## config.mk

```make
export PLATFORM = sky130hd
export DESIGN_NAME = gfx_fpint_arbiter
export DESIGN_NICKNAME = d
export VERILOG_FILES = /design/src/rtl/gfx_fpint_arbiter.sv
export SDC_FILE = /design/constraint.sdc
export NUM_CORES = 1
export LEC_CHECK = 0
export ABC_AREA = 0
export ABC_CLOCK_PERIOD_IN_PS = 3700
export CORE_MARGIN = 1
export CORE_UTILIZATION = 50
export CTS_CLUSTER_SIZE = 16
export DETAILED_ROUTE_END_ITERATION = 8
export MAX_ROUTING_LAYER = met4
export PLACE_DENSITY_LB_ADDON = 0.3
export SLEW_MARGIN = 20
export SYNTH_ARGS = -nofsm -noshare
export SYNTH_HDL_FRONTEND = slang
export SYNTH_SLANG_ARGS = --single-unit
```

## constraint.sdc

```tcl
create_clock -name clk -period 3.7 [get_ports clk]
set_clock_uncertainty 0.05 [all_clocks]
set_input_delay 0.74 -clock clk [delete_from_list [all_inputs] [get_ports clk]]
set_output_delay 0.74 -clock clk [all_outputs]
set_load 0.03 [all_outputs]
```

## src/rtl/gfx_fpint_arbiter.sv

```systemverilog
// Round-robin arbiter sharing one gfx_fpint pipeline; a LATENCY-deep scoreboard routes writebacks.
// Define GFX_FPINT_ARB_PRIO_EN to give requester 0 strict priority over the round-robin group.
module gfx_fpint_arbiter #(
  parameter int unsigned NUM_REQ = 4,
  parameter int unsigned LATENCY = 8,
  parameter int unsigned TAG_W   = 6,
  parameter int unsigned OP_W    = 8,
  localparam int unsigned SelW   = $clog2(NUM_REQ),
  localparam int unsigned CntW   = $clog2(LATENCY + 1)
) (
  input  logic                            clk,
  input  logic                            srst,
  input  logic [NUM_REQ-1:0]              req_valid,
  output logic [NUM_REQ-1:0]              req_ready,
  input  logic [NUM_REQ-1:0][OP_W-1:0]    req_op,
  input  logic [NUM_REQ-1:0][TAG_W-1:0]   req_tag,
  input  logic                            flush,
  output logic                            issue_valid,
  output logic [OP_W-1:0]                 issue_op,
  output logic [SelW-1:0]                 issue_sel,
  output logic                            fpint_abort,
  input  logic                            wb_valid,
  output logic [NUM_REQ-1:0]              resp_valid,
  output logic [TAG_W-1:0]                resp_tag,
  output logic                            err_desync
);

  logic [SelW-1:0]    rr_q, rr_d;
  logic               gnt_found, accept, rr_adv;
  logic [SelW-1:0]    gnt_idx, scan_sel;
  int unsigned        scan_idx;

  logic               issue_valid_q;
  logic [OP_W-1:0]    issue_op_q;
  logic [SelW-1:0]    issue_sel_q;
  logic [TAG_W-1:0]   issue_tag_q;

  logic [LATENCY-1:0] sb_v_q;
  logic [SelW-1:0]    sb_id_q  [LATENCY];
  logic [TAG_W-1:0]   sb_tag_q [LATENCY];

  logic [CntW-1:0]    shadow_q;
  logic               abort_q, err_q, err_d, cmp_mask;
  logic [NUM_REQ-1:0] resp_valid_q, resp_d;
  logic [TAG_W-1:0]   resp_tag_q;

  logic               head_v;
  logic [SelW-1:0]    head_id;
  logic [TAG_W-1:0]   head_tag;

  // Scan upward from the rr pointer; with priority enabled requester 0 pre-empts the scan.
  always_comb begin
    gnt_found = 1'b0;
    gnt_idx   = '0;
    scan_idx  = 0;
    scan_sel  = '0;
`ifdef GFX_FPINT_ARB_PRIO_EN
    if (req_valid[0]) gnt_found = 1'b1;
`endif
    for (int unsigned i = 0; i < NUM_REQ; i++) begin
      scan_idx = (32'(rr_q) + i) % NUM_REQ;
      scan_sel = SelW'(scan_idx);
      if (!gnt_found && req_valid[scan_sel]) begin
        gnt_found = 1'b1;
        gnt_idx   = scan_sel;
      end
    end
  end

  assign accept = gnt_found & ~flush & ~srst;

  always_comb begin
    req_ready = '0;
    if (accept) req_ready[gnt_idx] = 1'b1;
  end

  always_comb begin
    rr_d   = rr_q;
    rr_adv = accept;
`ifdef GFX_FPINT_ARB_PRIO_EN
    rr_adv = accept && (gnt_idx != '0);
`endif
    if (rr_adv) rr_d = (gnt_idx == SelW'(NUM_REQ - 1)) ? '0 : gnt_idx + 1'b1;
  end

  assign head_v   = sb_v_q[LATENCY-1];
  assign head_id  = sb_id_q[LATENCY-1];
  assign head_tag = sb_tag_q[LATENCY-1];

  // Writebacks of aborted ops may still trickle out for LATENCY cycles after a flush.
  assign cmp_mask = flush | (shadow_q != '0);

  always_comb begin
    resp_d = '0;
    if (head_v && wb_valid && !flush) resp_d[head_id] = 1'b1;
    err_d = err_q | (!cmp_mask && (head_v != wb_valid));
  end

  always_ff @(posedge clk) begin
    if (srst) begin
      rr_q          <= '0;
      issue_valid_q <= 1'b0;
      issue_op_q    <= '0;
      issue_sel_q   <= '0;
      issue_tag_q   <= '0;
      sb_v_q        <= '0;
      for (int unsigned i = 0; i < LATENCY; i++) begin
        sb_id_q[i]  <= '0;
        sb_tag_q[i] <= '0;
      end
      shadow_q      <= '0;
      abort_q       <= 1'b0;
      resp_valid_q  <= '0;
      resp_tag_q    <= '0;
      err_q         <= 1'b0;
    end else begin
      rr_q          <= rr_d;
      issue_valid_q <= accept;
      if (accept) begin
        issue_op_q  <= req_op[gnt_idx];
        issue_sel_q <= gnt_idx;
        issue_tag_q <= req_tag[gnt_idx];
      end
      sb_v_q[0]   <= issue_valid_q & ~flush;
      sb_id_q[0]  <= issue_sel_q;
      sb_tag_q[0] <= issue_tag_q;
      for (int unsigned i = 1; i < LATENCY; i++) begin
        sb_v_q[i]   <= sb_v_q[i-1] & ~flush;
        sb_id_q[i]  <= sb_id_q[i-1];
        sb_tag_q[i] <= sb_tag_q[i-1];
      end
      if (flush)                 shadow_q <= CntW'(LATENCY);
      else if (shadow_q != '0)   shadow_q <= shadow_q - 1'b1;
      abort_q      <= flush;
      resp_valid_q <= resp_d;
      if (|resp_d) resp_tag_q <= head_tag;
      err_q        <= err_d;
    end
  end

  assign issue_valid = issue_valid_q;
  assign issue_op    = issue_op_q;
  assign issue_sel   = issue_sel_q;
  assign fpint_abort = abort_q;
  assign resp_valid  = resp_valid_q;
  assign resp_tag    = resp_tag_q;
  assign err_desync  = err_q;

endmodule

```

# == After elaboration in Yosys (flattened, before gate mapping) ==
# Memories as Yosys holds them, arrays and structs flattened. A register that Yosys moved wholly into a read port is not among the register bits.
# Index checks and enable logic that the tools add are counted.
# op_classes
add_sub_neg,5
order_cmp,8
n_eq_ne,2
muxes,48
n_bitwise,30
reduce_logical,17
# ops
operator,n
$mux W6,9
$mux W2,13
$lt A2 B3 Y1 const B,6
$or A1 B1 Y1,18
$bmux W8 S2,1
$mux W4,4
$mux W1,13
$bmux W6 S2,1
$and A1 B1 Y1,10
$bmux W1 S2,4
$logic_and A1 B1 Y1,8
$mux W8,1
$logic_not A1 Y1,5
$add A2 B1 Y2 const B,2
$add A2 B2 Y2 const B,2
$demux W1 S2,2
$ge A2 B1 Y1 const B,2
$reduce_bool A4 Y1,1
$reduce_or A4 Y1,1
$sub A4 B1 Y4 const B,1
$eq A2 B2 Y1 const B,1
$not A1 Y1,2
$reduce_bool A2 Y1,1
$reduce_or A2 Y1,1
$ne A1 B1 Y1,1
# word_totals
reg_bits,37
ramBits,64
input_bits,64
output_inout_bits,27
wordCells,123
mem_count,2
# memory_table
name,depth,word_bits,rd,rd_ports_with_merged_regs,write_ports,line_no,text
sb_tag_q,8,6,8,1,8,40,logic [TAG_W-1:0] sb_tag_q [LATENCY];
sb_id_q,8,2,8,0,8,39,logic [SelW-1:0] sb_id_q [LATENCY];

# == Logic depth before layout (Yosys ltp) ==
# Gate-level depths: netlist of run 1.
# logic_depth
ltp_word,17
mapped_depth,9

# == Worst setup path after synthesis of run 1 ==
# No wires, ideal clock.
# synth_timing
path_kind,input port to output port
from,in req_valid[0]
to,out req_ready[1]
arrival_ns,2.401
t_required_ns,2.910
setup_slack_ns,0.509
stages,5
cell_sequence,nor2b_1 -> o21bai_1 -> o211ai_1 -> inv_1 -> nor4_1
# synth_via
elab_chain_cells,17
word_cells_on_any_way,30
classes_between,order compare: 2; mux: 19; bitwise: 2; reduce/logical: 7
# synth_lines
item,line_no,text
start: declaration,13,"input logic [NUM_REQ-1:0] req_valid,"
$bmux W1 S2,63,if (!gnt_found && req_valid[scan_sel]) begin
$mux W1 (implied by the code),63,
$mux W1,63,
$logic_not A1 Y1,63,
$logic_and A1 B1 Y1,63,
$mux W1,63,
$logic_not A1 Y1,63,
$logic_and A1 B1 Y1,63,
$mux W1,63,
$logic_not A1 Y1,63,
$logic_and A1 B1 Y1,63,
$mux W2,63,
$lt A2 B3 Y1 (implied by the code) or $ge A2 B1 Y1 (tied branches),74,if (accept) req_ready[gnt_idx] = 1'b1;
$logic_and A1 B1 Y1 (implied by the code),74,
$mux W1 (implied by the code),74,
$demux W1 S2,74,
$mux W4 (*),74,
end: declaration,14,"output logic [NUM_REQ-1:0] req_ready,"
# Every way passes the cells marked *; elsewhere a longest branch is shown, timed or not. The select of a mux whose other input is x is not followed.

# == Final worst setup path of run 1 ==
# Same ends and word-level chain as after synthesis.

==> flow_metrics.env, run 1 <==
export IMPL_hold_path_class="reg -> reg"
export IMPL_maxSlewViolCount=0
export IMPL_synth_seq_cells=107
export IMPL_port_buffers=90
export IMPL_syn_num_nets=416
export IMPL_min_from="sb_v_q[6]$_SDFF_PP0_"
export IMPL_setup_viol=0
export IMPL_setup_tns_final_ns=0
export IMPL_cts_resized=0
export IMPL_tightest_slew_ns=0.829
export IMPL_power_density_nw_per_um2=476
export IMPL_drv_cap=0
export IMPL_critPathMaxStageDelay_ns=0.59
export IMPL_seq_area_frac_synth=0.564
export IMPL_fmax_mhz=293
export IMPL_wl_mm=7.17
export IMPL_synth_area_leaders="dfxtp_1 56%, nor2b_1 11%, mux2i_1 5.8%"
export IMPL_hold_ws_ns=0.386
export IMPL_outcome="complete, no violations"
export IMPL_async_flop_share=0
export IMPL_holdPathEnd="sb_v_q[7]$_SDFF_PP0_"
export IMPL_hold_depth=1
export IMPL_syn_inst=348
export IMPL_dp_hpwl_mm=5.06
export IMPL_cp_max_fo=4
export IMPL_clkLatencyLatePin_ns=0.36
export IMPL_r2r_start="rr_q[1]$_SDFFE_PP0P_"
export IMPL_initial_utilization=0.521
export IMPL_track_usage=0.196
export IMPL_path_buf_inv=3
export IMPL_cts_sinks=107
export IMPL_ys_warn_count=0
export IMPL_post_dp_cell_area_um2=4780
export IMPL_netlist_area_um2=3800
export IMPL_cp_top_family="buffers and inverters"
export IMPL_num_nets_final=509
export IMPL_critical_path_cell_chain="clkdlybuf4s50_1, a21oi_1, or3_1, o211ai_1, inv_1, nor4_1, buf_4"
export IMPL_layout_drive_gt1_share=0.0964
export IMPL_synth_most_common_cell="dfxtp_1"
export IMPL_vias_per_cell=4.93
export IMPL_cp_start_kind="input port"
export IMPL_p_leak_nw=2.04
export IMPL_root_buffer="clkbuf_8"
export IMPL_wl_per_cell_um=13.2
export IMPL_final_area_um2=5010
export IMPL_synth_ff_type="dfxtp_1"
export IMPL_yosysTopAreaCell="dfxtp_1"
export IMPL_die_height_um=89.2
export IMPL_vias=2686
export IMPL_fin_util=0.687
export IMPL_cts_buffer_depth=2
export IMPL_yosys_top_cells_count="107 x dfxtp_1, 66 x nor2b_1, 22 x mux2i_1, 22 x nand2_1, 12 x clkbuf_1"
export IMPL_synth_edf_count=0
export IMPL_min_period_over_period=0.921
export IMPL_cts_max_level=3
export IMPL_ff2ff_setup_slack_ns=1.62
export IMPL_hold_violations=0
export IMPL_design_die_area_um2=7950
export IMPL_num_rows=31
export IMPL_first_global_vias=2537
export IMPL_cts_buffers=9
export IMPL_cp_required_ns=2.91
export IMPL_crit_slowest_cell="clkdlybuf4s50_1"
export IMPL_antenna_found_initial=0
export IMPL_drtPass1Iterations=4
export IMPL_overflow=0
export IMPL_antenna_cells=0
export IMPL_worst_setup_path_type="in -> out"
export IMPL_die_x_um=89.2
export IMPL_ys_types=42
export IMPL_syn2layout_area_growth_pct=32.0
export IMPL_arrival_ns=2.62
export IMPL_gp_congestion=0.850
export IMPL_period_minus_slack_ns=3.41
export IMPL_clk_transition_reported_paths_ns=0.11
export IMPL_grt_setup_unrepaired="no"
export IMPL_drc=0
export IMPL_grt_max_degree=91
export IMPL_hold_buffers=0
export IMPL_ir_worst_vdd_v=0.000218
export IMPL_grt_pass1_wl_mm=11.3
export IMPL_drt_iter0_drc=59
export IMPL_cts_tree="done"
export IMPL_timing_rr_end="issue_op[2]$_SDFFE_PP0P_"
export IMPL_antenna_left=0
export IMPL_slew_headroom=0.448
export IMPL_core_area_um2=7290
export IMPL_total_power_mw=2.39
export IMPL_syn_avg_cell_area_um2=10.9
export IMPL_end_kind="output port"
export IMPL_synth_top_cell_area_share=0.564
export IMPL_io_pins=91
export IMPL_post_cts_buffers=0
export IMPL_rr_worst_depth=5
==> worst max path at each step <==
| stage | from | end | slack (ns) | depth (start not counted) |
|---|---|---|---|---|
| after floorplan | req_valid[0] | req_ready[1] | 0.51 | 5 |
| after global placement | req_valid[0] | req_ready[0] | 0.11 | 7 |
| after detailed placement | req_valid[0] | req_ready[2] | 0.06 | 7 |
| after CTS | req_valid[0] | req_ready[2] | 0.03 | 7 |
| after global routing | req_valid[0] | req_ready[1] | 0.23 | 7 |
| final | req_valid[0] | req_ready[1] | 0.29 | 7 |
==> report_power, final <==
group	leakage [nW]	switching, mW	internal (mW)
Combinational	1.06	0.199	0.201
Clock	0.114	0.422	0.339
Sequential	0.868	0.0230	1.20
==> cell type report <==
class | instances | area (um^2)
multi-input cells | 216 | 1520
clock inverters | 7 | 103
flip-flops and latches | 107 | 2140
clock buffers | 9 | 124
inverters | 7 | 28.8
well taps | 99 | 124
repair buffers | 100 | 971
fillers | 584 | 2280
==> worst register-to-register path: stages, from the launching register on <==
cell and delay [ns]:
dfxtp_1 0.53, a21oi_1 0.10, or3_1 0.35, o211ai_1 0.17, nand2_1 0.45, o221ai_1 0.35
==> flip-flops by register name (all words and copies together), names as in the netlist <==
register     count
err_desync       1
fpint_abort      1
issue_op         8
issue_sel        2
issue_tag_q      6
issue_valid      1
resp_tag         6
resp_valid       4
rr_q             2
sb_id_q         16
sb_tag_q        48
sb_v_q           8
shadow_q         4
==> logic make-up after synthesis <==
| group | after synthesis | synth area share |
|---|---|---|
| muxes | 22 | 0.0580 |
| buffers and inverters | 25 | 0.0356 |
| AOI/OAI and AO/OA | 47 | 0.0988 |
| DFF | 107 | 0.564 |
| and+or+nand+nor | 141 | 0.226 |
| xor gates and xnor gates | 2 | 0.00461 |
| adders and majority gates | 4 | 0.0132 |
==> stage by stage <==
| step | setup slack, ns | std cells |
|---|---|---|
| after floorplan | 0.509 | 348 |
| final | 0.292 | 545 |
| after global placement | 0.106 | 529 |
| after global routing | 0.232 | 545 |
| after detailed placement | 0.0614 | 529 |
| after CTS | 0.0345 | 545 |
==> metal layers <==
| metal | track usage | vias to the layer above | part of all wire |
|---|---|---|---|
| li1 | - | 1364 | - |
| met3 | 0.0499 | 18 | 0.050 |
| met2 | 0.336 | 80 | 0.50 |
| met1 | 0.209 | 1224 | 0.42 |
| met5 | - | - | 0 |
| met4 | 0.101 | 0 | 0.026 |
==> cell usage in the layout (no fill, tap or decap), types with 3 or more instances in the layout <==
cell type / instances
nand2_1: 22
o221ai_1: 8
dfxtp_1: 107
nand2b_1: 3
mux2i_1: 22
a21o_1: 6
and2_1: 9
nor2_1: 5
a21oi_1: 10
nor2b_1: 66
o211ai_2: 6
nand3_1: 6
nor3_1: 5
buf_4: 12
clkbuf_8: 9
nand3b_1: 8
inv_1: 6
nor4_1: 3
o21ai_0: 8
clkdlybuf4s50_1: 85
ha_1: 4
Power figures use the tool's default switching activity.
==> run 2: changes to the inputs <==
Settings changed: CORE_MARGIN 1 to 1.5.
==> flow_metrics.env, run 2 (synthesis results as in run 1) <==
export IMPL_layout_common_cells="107 x dfxtp_1, 87 x clkdlybuf4s50_1, 66 x nor2b_1"
export IMPL_dp_hpwl_mm=5.04
export IMPL_fin_util=0.684
export IMPL_cts_buffers=9
export IMPL_layout_cells_non_filler=545
export IMPL_cp_max_fo=3
export IMPL_min_period_over_period=0.965
export IMPL_period_minus_slack_ns=3.57
export IMPL_wl_mm=7.21
export IMPL_die_height_um=90.2
export IMPL_first_global_vias=2710
export IMPL_die_x_um=90.2
export IMPL_cts_max_level=3
export IMPL_setup_tns_final_ns=0
export IMPL_drc=0
export IMPL_num_nets_final=509
export IMPL_switchingPower_mw=0.646
export IMPL_grt_max_degree=91
export IMPL_grt_setup_unrepaired="no"
export IMPL_final_common_cell="dfxtp_1"
export IMPL_io_pins=91
export IMPL_cts_tree="done"
export IMPL_p_int_mw=1.67
export IMPL_layout_drive_gt1_share=0.0964
export IMPL_slew_headroom=0.462
export IMPL_combPwrFrac=0.172
export IMPL_syn2layout_area_growth_pct=31.3
export IMPL_arrival_ns=2.78
export IMPL_initial_utilization=0.521
export IMPL_largestRegisters="sb_tag_q (48), sb_id_q (16)"
export IMPL_root_buffer="clkbuf_8"
export IMPL_num_rows=31
export IMPL_drtPass1Iterations=4
export IMPL_swShare=0.278
export IMPL_drt_iter0_drc=107
export IMPL_hold_path_class="reg -> reg"
export IMPL_outcome="complete, no violations"
export IMPL_worst_setup_path_type="in -> out"
export IMPL_hold_violations=0
export IMPL_power_density_nw_per_um2=465
export IMPL_largest_reg_flops=48
export IMPL_place_inst=529
export IMPL_vias_per_cell=4.99
export IMPL_wl_per_cell_um=13.2
export IMPL_antenna_left=0
export IMPL_core_area_um2=7290
export IMPL_drv_cap=0
export IMPL_vias=2721
export IMPL_cp_required_ns=2.91
export IMPL_p_leak_nw=1.99
export IMPL_cts_buffer_depth=2
export IMPL_fmax_mhz=280
export IMPL_clkLatencyLatePin_ns=0.37
export IMPL_post_cts_buffers=0
export IMPL_maxSlewViolCount=0
export IMPL_end_kind="output port"
export IMPL_cp_start_kind="input port"
export IMPL_n_fill_cell=585
export IMPL_track_usage=0.194
export IMPL_design_die_area_um2=8130
export IMPL_antenna_found_initial=0
export IMPL_overflow=0
export IMPL_p_clk_frac=0.298
export IMPL_seq_power_share=0.529
export IMPL_clk_transition_reported_paths_ns=0.11
export IMPL_antenna_cells=0
export IMPL_cts_resized=0
export IMPL_ir_worst_vdd_v=0.000242
export IMPL_hold_buffers=0
export IMPL_setup_viol=0
export IMPL_grt_pass1_wl_mm=12.2
export IMPL_regMostFlops="sb_tag_q"
export IMPL_gp_congestion=0.777
export IMPL_tightest_slew_ns=0.806
export IMPL_port_buffers=90
export IMPL_cts_sinks=107
==> run 2: changes by cell type in the layout (fill, tap and decap cells not counted) <==
| cell | change |
|---|---|
| clkinv_4 | +1 |
| inv_6 | -1 |
| clkdlybuf4s50_1 | +2 |
| clkinvlp_4 | +1 |
| dlymetal6s2s_1 | -2 |
| bufinv_16 | -1 |
==> run 2: per-stage QoR <==
stage	area (um^2)	power (mW)	hold slack (ns)	setup WS (ns)
after detailed placement	4780	1.65	0.367	0.151
after CTS	4980	2.34	0.392	0.148
after global placement	4780	1.64	0.365	0.200
after floorplan	3800	1.50	0.356	0.509
after global routing	4980	2.43	0.398	0.0565
final	4980	2.32	0.384	0.129
==> run 2: layout make-up <==
cell class              instances  area [um^2]  area share
flip-flops and latches        107         2140       0.430
clock buffers                   9          124      0.0248
well taps                      99          124      0.0248
clock inverters                 7         80.1      0.0161
multi-input cells             216         1520       0.305
repair buffers                100          966       0.194
inverters                       7         28.8     0.00577
==> run 2: power groups by stage <==
stage	Sequential (mW)	Combinational [mW]	Clock (mW)
3_3_place_gp	1.25	0.389	0
5_1_grt	1.23	0.433	0.764
3_5_place_dp	1.25	0.399	0
2_1_floorplan	1.28	0.220	0
4_1_cts	1.23	0.401	0.715
6_report	1.23	0.399	0.692
==> run 2: metal layers <==
layer	GRT usage	up-vias	wire length, um
met2	0.342	91	3790
li1	-	1359	-
met3	0.0651	9	411
met5	-	-	0
met1	0.207	1262	2910
met4	0.0503	0	93
==> run 2: worst paths after layout <==
check	end	depth (start not counted)	slack, ns	from
min	sb_tag_q[6][4]$_SDFF_PP0_	1	0.38	sb_tag_q[5][4]$_SDFF_PP0_
max	req_ready[2]	7	0.13	req_valid[0]
max reg2reg	issue_op[2]$_SDFFE_PP0P_	5	1.59	rr_q[1]$_SDFFE_PP0P_
min reg2reg	sb_tag_q[6][4]$_SDFF_PP0_	1	0.38	sb_tag_q[5][4]$_SDFF_PP0_
==> run 2: critical path, cell delays in order <==
cell and delay (ns):
clkdlybuf4s50_1 0.51, nor2b_1 0.24, nor3_1 0.09, a31oi_1 0.22
o21ai_0 0.19, nor2_1 0.13, clkdlybuf4s50_1 0.67
==> run 3: changes to the inputs <==
Settings changed: CAP_MARGIN from default to 20, CTS_BUF_LIST from default to sky130_fd_sc_hd__clkbuf_8.
==> results of run 3 <==
The final DEF is identical to that of run 2; final timing and power are the same.
